<file path="src/rtl/wb_arbiter.sv">
// Round-robin Wishbone B4 pipelined arbiter: one shared slave, NUM_MASTERS requesters.
// Define WB_ARBITER_PRIORITY_EN to make master 0 win every arbitration it requests.
//
// state | meaning
// IDLE  | no owner, all masters stalled, arbitrating on m_cyc_i
// GRANT | owner forwarded to the slave, outstanding strobes tracked
// DRAIN | owner dropped cyc with strobes unacked; late acks are swallowed
module wb_arbiter #(
    parameter int NUM_MASTERS     = 3,
    parameter int ADDR_WIDTH      = 17,
    parameter int DATA_WIDTH      = 8,
    parameter int MAX_OUTSTANDING = 3
) (
    input  logic                              wb_clock_i,
    input  logic                              wb_reset_i,
    input  logic [NUM_MASTERS-1:0]            m_cyc_i,
    input  logic [NUM_MASTERS-1:0]            m_stb_i,
    input  logic [NUM_MASTERS-1:0]            m_we_i,
    input  logic [NUM_MASTERS*ADDR_WIDTH-1:0] m_adr_i,
    input  logic [NUM_MASTERS*DATA_WIDTH-1:0] m_dat_i,
    output logic [DATA_WIDTH-1:0]             m_dat_o,
    output logic [NUM_MASTERS-1:0]            m_ack_o,
    output logic [NUM_MASTERS-1:0]            m_stall_o,
    output logic                              s_cyc_o,
    output logic                              s_stb_o,
    output logic                              s_we_o,
    output logic [ADDR_WIDTH-1:0]             s_adr_o,
    output logic [DATA_WIDTH-1:0]             s_dat_o,
    input  logic [DATA_WIDTH-1:0]             s_dat_i,
    input  logic                              s_ack_i,
    input  logic                              s_stall_i,
    output logic [NUM_MASTERS-1:0]            grant_o
);

    localparam int         IW      = (NUM_MASTERS > 2) ? 2 : 1;
    localparam logic [1:0] MAX_CNT = 2'(MAX_OUTSTANDING);

    typedef enum logic [1:0] {IDLE, GRANT, DRAIN} state_t;

    state_t                 r_state;
    logic [NUM_MASTERS-1:0] r_grant;
    logic [IW-1:0]          r_owner;
    logic [IW-1:0]          r_last;
    logic [1:0]             r_count;

    logic [IW-1:0]          w_sel;
    logic                   w_found;
    logic [1:0]             w_count_nxt;
    logic                   w_full;
    logic                   w_stb;
    logic                   w_accept;

    assign grant_o  = r_grant;
    assign m_dat_o  = s_dat_i;
    assign w_full   = (r_count == MAX_CNT);
    assign s_cyc_o  = (r_state != IDLE);
    assign w_stb    = (r_state == GRANT) && m_stb_i[r_owner] && !w_full;
    assign s_stb_o  = w_stb;
    assign s_we_o   = (r_state == GRANT) && m_we_i[r_owner];
    assign s_adr_o  = m_adr_i[int'(r_owner)*ADDR_WIDTH +: ADDR_WIDTH];
    assign s_dat_o  = m_dat_i[int'(r_owner)*DATA_WIDTH +: DATA_WIDTH];
    assign w_accept = w_stb && !s_stall_i;

    always_comb begin
        m_stall_o = '1;
        m_ack_o   = '0;
        if (r_state == GRANT) begin
            m_stall_o[r_owner] = s_stall_i | w_full;
            m_ack_o[r_owner]   = s_ack_i;
        end
    end

    // Acks arriving with nothing outstanding are ignored rather than wrapping.
    always_comb begin
        w_count_nxt = r_count;
        if (r_state == GRANT) begin
            if (w_accept && !s_ack_i)
                w_count_nxt = r_count + 2'd1;
            else if (!w_accept && s_ack_i && r_count != 2'd0)
                w_count_nxt = r_count - 2'd1;
        end else if (r_state == DRAIN) begin
            if (s_ack_i && r_count != 2'd0)
                w_count_nxt = r_count - 2'd1;
        end
    end

    always_comb begin
        w_sel   = '0;
        w_found = 1'b0;
`ifdef WB_ARBITER_PRIORITY_EN
        if (m_cyc_i[0]) w_found = 1'b1;
`endif
        for (int i = 1; i <= NUM_MASTERS; i++) begin
`ifdef WB_ARBITER_PRIORITY_EN
            if (!w_found && ((int'(r_last) + i) % NUM_MASTERS) != 0 &&
                m_cyc_i[(int'(r_last) + i) % NUM_MASTERS]) begin
`else
            if (!w_found && m_cyc_i[(int'(r_last) + i) % NUM_MASTERS]) begin
`endif
                w_sel   = IW'((int'(r_last) + i) % NUM_MASTERS);
                w_found = 1'b1;
            end
        end
    end

    always_ff @(posedge wb_clock_i or posedge wb_reset_i) begin
        if (wb_reset_i) begin
            r_state <= IDLE;
            r_grant <= '0;
            r_owner <= '0;
            r_last  <= IW'(NUM_MASTERS - 1);
            r_count <= 2'd0;
        end else begin
            case (r_state)
                IDLE: begin
                    r_count <= 2'd0;
                    if (w_found) begin
                        r_owner <= w_sel;
                        r_grant <= NUM_MASTERS'(1) << w_sel;
                        r_state <= GRANT;
`ifdef WB_ARBITER_PRIORITY_EN
                        if (w_sel != '0) r_last <= w_sel;
`else
                        r_last  <= w_sel;
`endif
                    end
                end
                GRANT: begin
                    r_count <= w_count_nxt;
                    if (!m_cyc_i[r_owner]) begin
                        if (w_count_nxt == 2'd0) begin
                            r_state <= IDLE;
                            r_grant <= '0;
                            r_owner <= '0;
                        end else begin
                            r_state <= DRAIN;
                        end
                    end
                end
                DRAIN: begin
                    r_count <= w_count_nxt;
                    if (w_count_nxt == 2'd0) begin
                        r_state <= IDLE;
                        r_grant <= '0;
                        r_owner <= '0;
                    end
                end
                default: r_state <= IDLE;
            endcase
        end
    end

endmodule

</file>
<file path="config.mk">
export PLATFORM = sky130hd
export DESIGN_NAME = wb_arbiter
export DESIGN_NICKNAME = d
export VERILOG_FILES = /design/src/rtl/wb_arbiter.sv
export SDC_FILE = /design/constraint.sdc
export NUM_CORES = 1
export LEC_CHECK = 0
export ABC_AREA = 1
export CORE_MARGIN = 10
export CORE_UTILIZATION = 35
export CTS_BUF_LIST = sky130_fd_sc_hd__clkbuf_8
export DETAILED_ROUTE_END_ITERATION = 10
export PLACE_DENSITY = 0.91
export SYNTH_ARGS = -nofsm -noshare
export SYNTH_HDL_FRONTEND = slang
export SYNTH_SLANG_ARGS = --single-unit
</file>
<file path="constraint.sdc">
create_clock -name wb_clock_i -period 3.5 [get_ports wb_clock_i]
set_input_delay 0.525 -clock wb_clock_i [delete_from_list [all_inputs] [get_ports wb_clock_i]]
set_output_delay 0.525 -clock wb_clock_i [all_outputs]
set_load 0.05 [all_outputs]
</file>
# Word level (Yosys, flattened, before mapping)
# Index checks and enable logic that the tools add are counted.
# word_totals
register_bits,11
latch_bits,0
ramBits,0
mem_bits_ro,0
in_bits,96
out_inout_bits,45
wordCells,103
memories,0
# op_classes
n_addsub,5
multipliers,1
div,3
n_lt_le_gt_ge,5
n_eq_ne,6
shifts,3
mux,44
bitwise_logic,4
n_reduce_logical,27
# ops
op,n
"32-bit by 4-bit < comparator with 1-bit output, second input constant",3
"32-bit by 3-bit remainder unit with 32-bit output, second input constant",3
51-bit by 8-bit variable part select with 17-bit output,1
2-bit 2-to-1 mux,15
24-bit by 6-bit variable part select with 8-bit output,1
3-bit 2-to-1 mux,5
1-bit 2-to-1 mux,13
1-bit binary-select mux with 2-bit select,6
2-bit one-hot mux with 3 select lines,2
1-bit logical AND,11
3-bit one-hot mux with 3 select lines,1
"2-bit by 5-bit multiplier with 7-bit output, second input constant",1
"2-bit by 2-bit adder with 3-bit output, second input constant",2
1-bit zero test,6
3-bit AND reduction,2
2-bit nonzero test,3
"2-bit == test, second input constant",2
2-bit zero test,2
"2-bit != test, second input constant",2
2-bit one-hot mux with 2 select lines,1
"2-bit by 1-bit adder with 3-bit output, second input constant",1
3-bit bitwise AND,1
"2-bit by 3-bit < comparator with 1-bit output, second input constant",1
3-bit inverter,1
other kinds (12),12

# Depth between registers and ports, before layout
# Gate-level depths: netlist (run 1).
# depth
word_depth,15
depth_mapped,16
depth_no_buf,15

# Worst setup path before layout (run 1)
# Ideal clock, no wire load.
# synth_timing
path_type,register to output
startpoint,register r_state[1]
endpoint,output m_ack_o[2]
t_arrival_ns,1.863
required_time_ns,2.975
slack_ns,1.112
stages_incl_launch_ff,6
n_path_buf,1
path_cell_list,dfrtp_1 -> inv_1 -> ha_1 -> buf_6 -> nand2_1 -> nor3_1
# synth_via
elab_chain_len,2
# synth_rtl
item,line_no,source
from (decl),40,state_t r_state;
from (signal assigned),108,r_state <= IDLE;
from (signal assigned),120,r_state <= GRANT;
from (signal assigned),132,r_state <= IDLE;
2-bit by 1-bit == test with 1-bit output,67,if (r_state == GRANT) begin
3-bit 2-to-1 mux,67,
to (decl),22,"output logic [NUM_MASTERS-1:0] m_ack_o,"
# Every way passes these cells.

# Final worst setup path (run 1)
# layout_timing
startpoint,register r_owner[0]
endpoint,output s_we_o
# layout_via
elab_chain_len,3
# layout_rtl
item,line_no,source
from (decl),42,logic [IW-1:0] r_owner;
from (signal assigned),118,r_owner <= w_sel;
1-bit binary-select mux with 2-bit select,59,assign s_we_o = (r_state == GRANT) && m_we_i[r_owner];
1-bit 2-to-1 mux (implied by the code),59,
1-bit logical AND,59,
to (decl),26,"output logic s_we_o,"
# Every way passes these cells. The select of a mux whose other input is x is not followed.

==> impl_metrics.toml, run 1 <==
[run_status]
status = "finished clean"

[route]
vias = 2066
routed_wl_mm = 7.014
drcViolationCount = 0
drtPass1Iterations = 4
drt_iter0_drc = 67
antenna_left = 0
post_drt_via_cell_ratio = 4.706
wire_per_inst_um = 15.98

[synth]
yosysMostFrequentCell = "nand2_1"
synth_fp_nets = 377
synth-seq-cells = 11
synthArstFlopShare_pct = 100.0
synth-seq-area-share_pct = 17.68
netlist_instances = 272
ys_top_cells_by_count = "126 x nand2_1, 34 x nand3_1, 24 x inv_1"
synth_area_leader_cell = "nand2_1"
synthSimpleGateAreaFrac_pct = 54.24
synth_ff_type = "dfrtp_1"
yosys.area.top_type_share_pct = 30.24
synth-xor-area-share_pct = 0
synth_compound_area_share_pct = 6.720
synth_warnings = 0
synthTopCellsByArea = "nand2_1 30%, dfrtp_1 16%, nand3_1 11%"
synthMuxAreaShare_pct = 0
synth_edf_count = 0
synth_adder_area_share_pct = 7.200
avgSynthCellArea_um2 = 5.750
synth.cell_area_um2 = 1564
synth.distinct_cells = 31
synth_top_family_by_area = "simple AND/OR/NAND/NOR gates"

[sta]
fin_crit_ns = 2.879
maxSlewViolCount = 0
fin_worst_skew_ns = 0.001639
worst_pin_slew_ns = 0.5515
setup_viol = 0
rsz0062_at_grt = "false"
relSlewSlack_pct = 63.12
max_freq_ghz = 0.3473
fin_tns_setup_ns = 0
hold_violations = 0
post-route-period-util_pct = 82.27

[global_route]
grt_max_degree = 29
grt_pass1_wl_mm = 10.54
track_usage_pct = 17.41
grt_pass1_vias = 1937
antenna_found_initial = 0
grt_overflow = 0

[clocking]
clkLatencyLatePin_ns = 0.24
cts_tree = "done"
postCtsSetupBuffers = 0
cts-root-buf = "clkbuf_8"
cts-resized-gates = 0
clock_path_buffers = 2
cts_hold_buf = 0
clk_pin_slew_ns = 0.05
cts.sinks = 11
cts_buffers = 3
htreeDepth = 1

[pwr]
powerDensity_nw_per_um2 = 842.2
leakage_uw = 0.001315
ir_drop_v = 0.0006717
total_power_uw = 2388

[setup_path]
cp.arrival_ns = 2.35
critPathKind = "reg -> out"
r2r_start = "r_state[1]"
crit_path_start_kind = "flip-flop"
worstPathRequired_ns = 2.97
cp-startpoint = "r_owner[0]"
crit_path_end_kind = "primary output"
cp_max_fo = 27

[placement]
hpwl_mm = 6.029
gp_congestion = 0.8390
portBuffers = 124

[floorplanning]
row_count = 24
io_pins = 141
dieHeight_um = 86.85
initial_core_util_pct = 35.92
die_w_um = 86.85
core_area_um2 = 4354
dieArea_um2 = 7542

[cells_and_area]
multi_input_area_um2 = 1066
antenna_cells = 0
seqCellArea_um2 = 276.5
fill_cells = 392
nets = 493
area_delta_synth_final_pct = 81.28
drive_gt1_share_pct = 8.010

[hold_path]
hp-class = "reg -> reg"
min_from = "grant_o[1]"

[job]
maxCapViolCount = 0
==> path summary, 6_finish.rpt <==
path	endpoint	slack [ns]	cells after the start
setup / recovery	s_we_o	0.62	8
hold / removal	grant_o[1]	0.48	2
setup reg to reg	grant_o[0]	1.37	15
hold reg to reg	grant_o[1]	0.48	2
max in group asynchronous	r_last[1]	2.60	2
min in group asynchronous	grant_o[1]	0.58	2
==> critical path: stages, from the launching register on <==
cell             delay [ns]
dfrtp_1                0.51
nand2_1                0.15
clkinv_1               0.06
buf_4                  0.27
nand2_1                0.08
nand3_1                0.09
nand2_1                0.05
inv_1                  0.06
clkdlybuf4s50_1        0.83
==> logic make-up after synthesis <==
family | count (synthesis)
AO/OA/AOI/OAI | 15
adder cells (fa/ha/maj) | 9
AND/OR/NAND/NOR | 191
flip-flops | 11
buffers and inverters | 46
==> flip-flops by register name, indices dropped and copies added, names as in the netlist <==
| register | cells |
|---|---|
| r_state | 2 |
| grant_o | 3 |
| r_count | 2 |
| r_last | 2 |
| r_owner | 2 |
==> placed cells by master, fill, tap and decap left out, types with 2 or more instances in the layout <==
cell	instances
nand2_1	126
o22ai_1	2
inv_2	3
nand3_2	4
clkbuf_8	3
ha_1	9
inv_1	25
o21ai_0	3
dfrtp_1	10
clkdlybuf4s50_1	124
nand3_1	34
nand2_2	6
nor2_2	2
nand2_4	3
nor2_1	11
nand4_1	2
a21oi_1	5
buf_4	4
==> power by group <==
group | switching [µW] | total, µW | leakage [µW] | internal [µW]
logic | 1350 | 2040 | 0.00115 | 693
registers | 43.2 | 224 | 0.000141 | 181
clock network | 47.7 | 125 | 0.0000269 | 77.0
==> per-layer routing <==
metal	GRT usage (%)	vias to the layer above	wire, µm
met5	0	-	0
li1	-	1075	-
met4	3.976	0	113
met1	17.36	891	2497
met2	32.78	90	3515
met3	6.754	10	888
==> area by class of cell <==
type	instances	share of cell area, %
Clock buffer	3	1.456
Clock inverter	1	0.1324
Inverter	29	3.928
Multi-Input combinational cell	215	37.60
Sequential cell	11	9.753
Tap cell	52	2.295
Timing Repair Buffer	128	44.84
==> per-stage QoR <==
step           hold WS [ns]  area [µm²]  setup WS [ns]  cells  util (%)
2_1_floorplan        0.3767        1564          1.112    272         -
3_3_place_gp         0.4661        2790         0.8267    435     64.08
3_5_place_dp         0.4604        2790         0.8165    435     64.08
4_1_cts              0.4786        2835         0.5744    439     65.11
5_1_grt              0.5334        2835         0.4735    439     65.11
6_report             0.4751        2835         0.6205    439     65.11
Note: power is estimated with default switching activity, not from simulation.
==> run 2: changes to the inputs <==
Settings changed: CORE_UTILIZATION 35 to 32, PLACE_DENSITY 0.91 to 0.85.
Clock period 3.5 ns to 2.9 ns, I/O delays scaled along.
==> run 2 against run 1 <==
Critical path depth decreased by 2. Via count increased by 2.5%. Setup slack got worse by 0.43 ns. Clock power increased by 17%. Total power increased by 20%. Non-clock buffer count decreased by 2. Core utilization decreased by 5.3 points. Final area decreased by 0.31%. Critical path type unchanged. Largest cell class unchanged. Largest power group unchanged. Highest routed layer unchanged.
==> impl_metrics.toml, run 2 (synthesis results as in run 1) <==
[floorplanning]
row_count = 25
dieArea_um2 = 8084
die_w_um = 89.91
dieHeight_um = 89.91
io_pins = 141
initial_core_util_pct = 33.11
core_area_um2 = 4723

[route]
wire_per_inst_um = 15.75
antenna_left = 0
routed_wl_mm = 7.119
drcViolationCount = 0
drtPass1Iterations = 4
drt_iter0_drc = 125
vias = 2117
post_drt_via_cell_ratio = 4.684

[sta]
fin_worst_skew_ns = 0.005637
worst_pin_slew_ns = 0.7621
maxSlewViolCount = 0
max_freq_ghz = 0.3685
fin_tns_setup_ns = 0
relSlewSlack_pct = 48.88
post-route-period-util_pct = 93.58
hold_violations = 0
rsz0062_at_grt = "false"
setup_viol = 0
fin_crit_ns = 2.714

[pwr]
leakage_uw = 0.001358
ir_drop_v = 0.0007204
total_power_uw = 2876
powerDensity_nw_per_um2 = 1018

[setup_path]
crit_path_end_kind = "primary output"
worstPathRequired_ns = 2.47
cp.arrival_ns = 2.28
crit_path_start_kind = "flip-flop"
cp_max_fo = 8
ff2ff_setup_slack_ns = 0.82
critPathKind = "reg -> out"

[clocking]
clock_path_buffers = 2
clk_pin_slew_ns = 0.05
cts_buffers = 3
postCtsSetupBuffers = 0
cts-root-buf = "clkbuf_8"
cts.sinks = 11
htreeDepth = 1
cts_hold_buf = 0
clkLatencyLatePin_ns = 0.23
cts_tree = "done"
cts-resized-gates = 0

[global_route]
track_usage_pct = 16.68
grt_pass1_vias = 2060
grt_pass1_wl_mm = 11.31
grt_overflow = 0
antenna_found_initial = 0
grt_max_degree = 29

[placement]
portBuffers = 124
gp_congestion = 0.8476
hpwl_mm = 6.181

[hold_path]
hp-class = "in -> async"

[cells_and_area]
antenna_cells = 0
layout_commonest_cell = "nand2_1"
final_cell_mix = "126 x nand2_1, 94 x clkdlybuf4s50_1, 34 x nand3_1"
fill_cells = 459
largest_reg_flops = 3
nets = 491
drive_gt1_share_pct = 15.32
area_delta_synth_final_pct = 80.72
seqCellArea_um2 = 276.5
multi_input_area_um2 = 1066

[run_status]
status = "finished clean"

[job]
maxCapViolCount = 0
[run 2: routing by layer]
layer / GRT usage, % / wire, µm / up-vias
met5: 0 / 0 / -
met4: 2.653 / 93 / 0
met3: 5.320 / 600 / 6
met2: 29.06 / 3495 / 96
met1: 19.72 / 2930 / 943
li1: - / - / 1072
[run 2: critical path, cell delays in order (launching register included)]
cell	delay (ns)
dfrtp_1	0.40
inv_1	0.10
ha_1	0.37
inv_4	0.07
nor3_4	0.26
nand2_1	0.11
clkdlybuf4s50_1	0.73
[run 2: final cells by class]
type | instances | area share (%)
repair buffers | 126 | 44.00
multi-input cells | 215 | 37.72
flip-flops and latches | 11 | 9.783
inverters | 29 | 3.940
well taps | 67 | 2.966
clock buffers | 3 | 1.461
clock inverters | 1 | 0.1328
[run 2: stage by stage]
step	utilization [%]	setup WS, ns	hold WS [ns]	instances	instance area [µm²]
2_1_floorplan	-	0.6018	0.2867	272	1564
3_3_place_gp	58.89	0.4661	0.4669	448	2781
3_5_place_dp	58.89	0.4378	0.4656	448	2781
4_1_cts	59.84	0.1787	0.4821	452	2826
5_1_grt	59.84	0.001594	0.5162	452	2826
6_report	59.84	0.1862	0.4760	452	2826
[run 2: power by group]
group / leakage, µW / switching [µW] / internal (µW) / total, µW
clock: 0.0000269 / 53.5 / 92.6 / 146
sequential: 0.000141 / 49.8 / 218 / 268
combinational: 0.00119 / 1630 / 835 / 2460
total: 0.00136 / 1730 / 1150 / 2880
[run 2: final timing paths]
check,depth (start not counted),start,to
max,6,r_state[1],m_stall_o[2]
min,2,wb_reset_i,grant_o[0]
max reg2reg,15,r_state[1],grant_o[1]
min reg2reg,2,grant_o[0],grant_o[0]
max in group asynchronous,2,wb_reset_i,r_last[1]
min in group wb_clock_i,2,grant_o[0],grant_o[0]
==> run 3: changes to the inputs <==
Settings changed: CTS_CLUSTER_SIZE from default to 16.
==> results of run 3 <==
No change in the layout: final DEF, timing and power equal those of run 2.
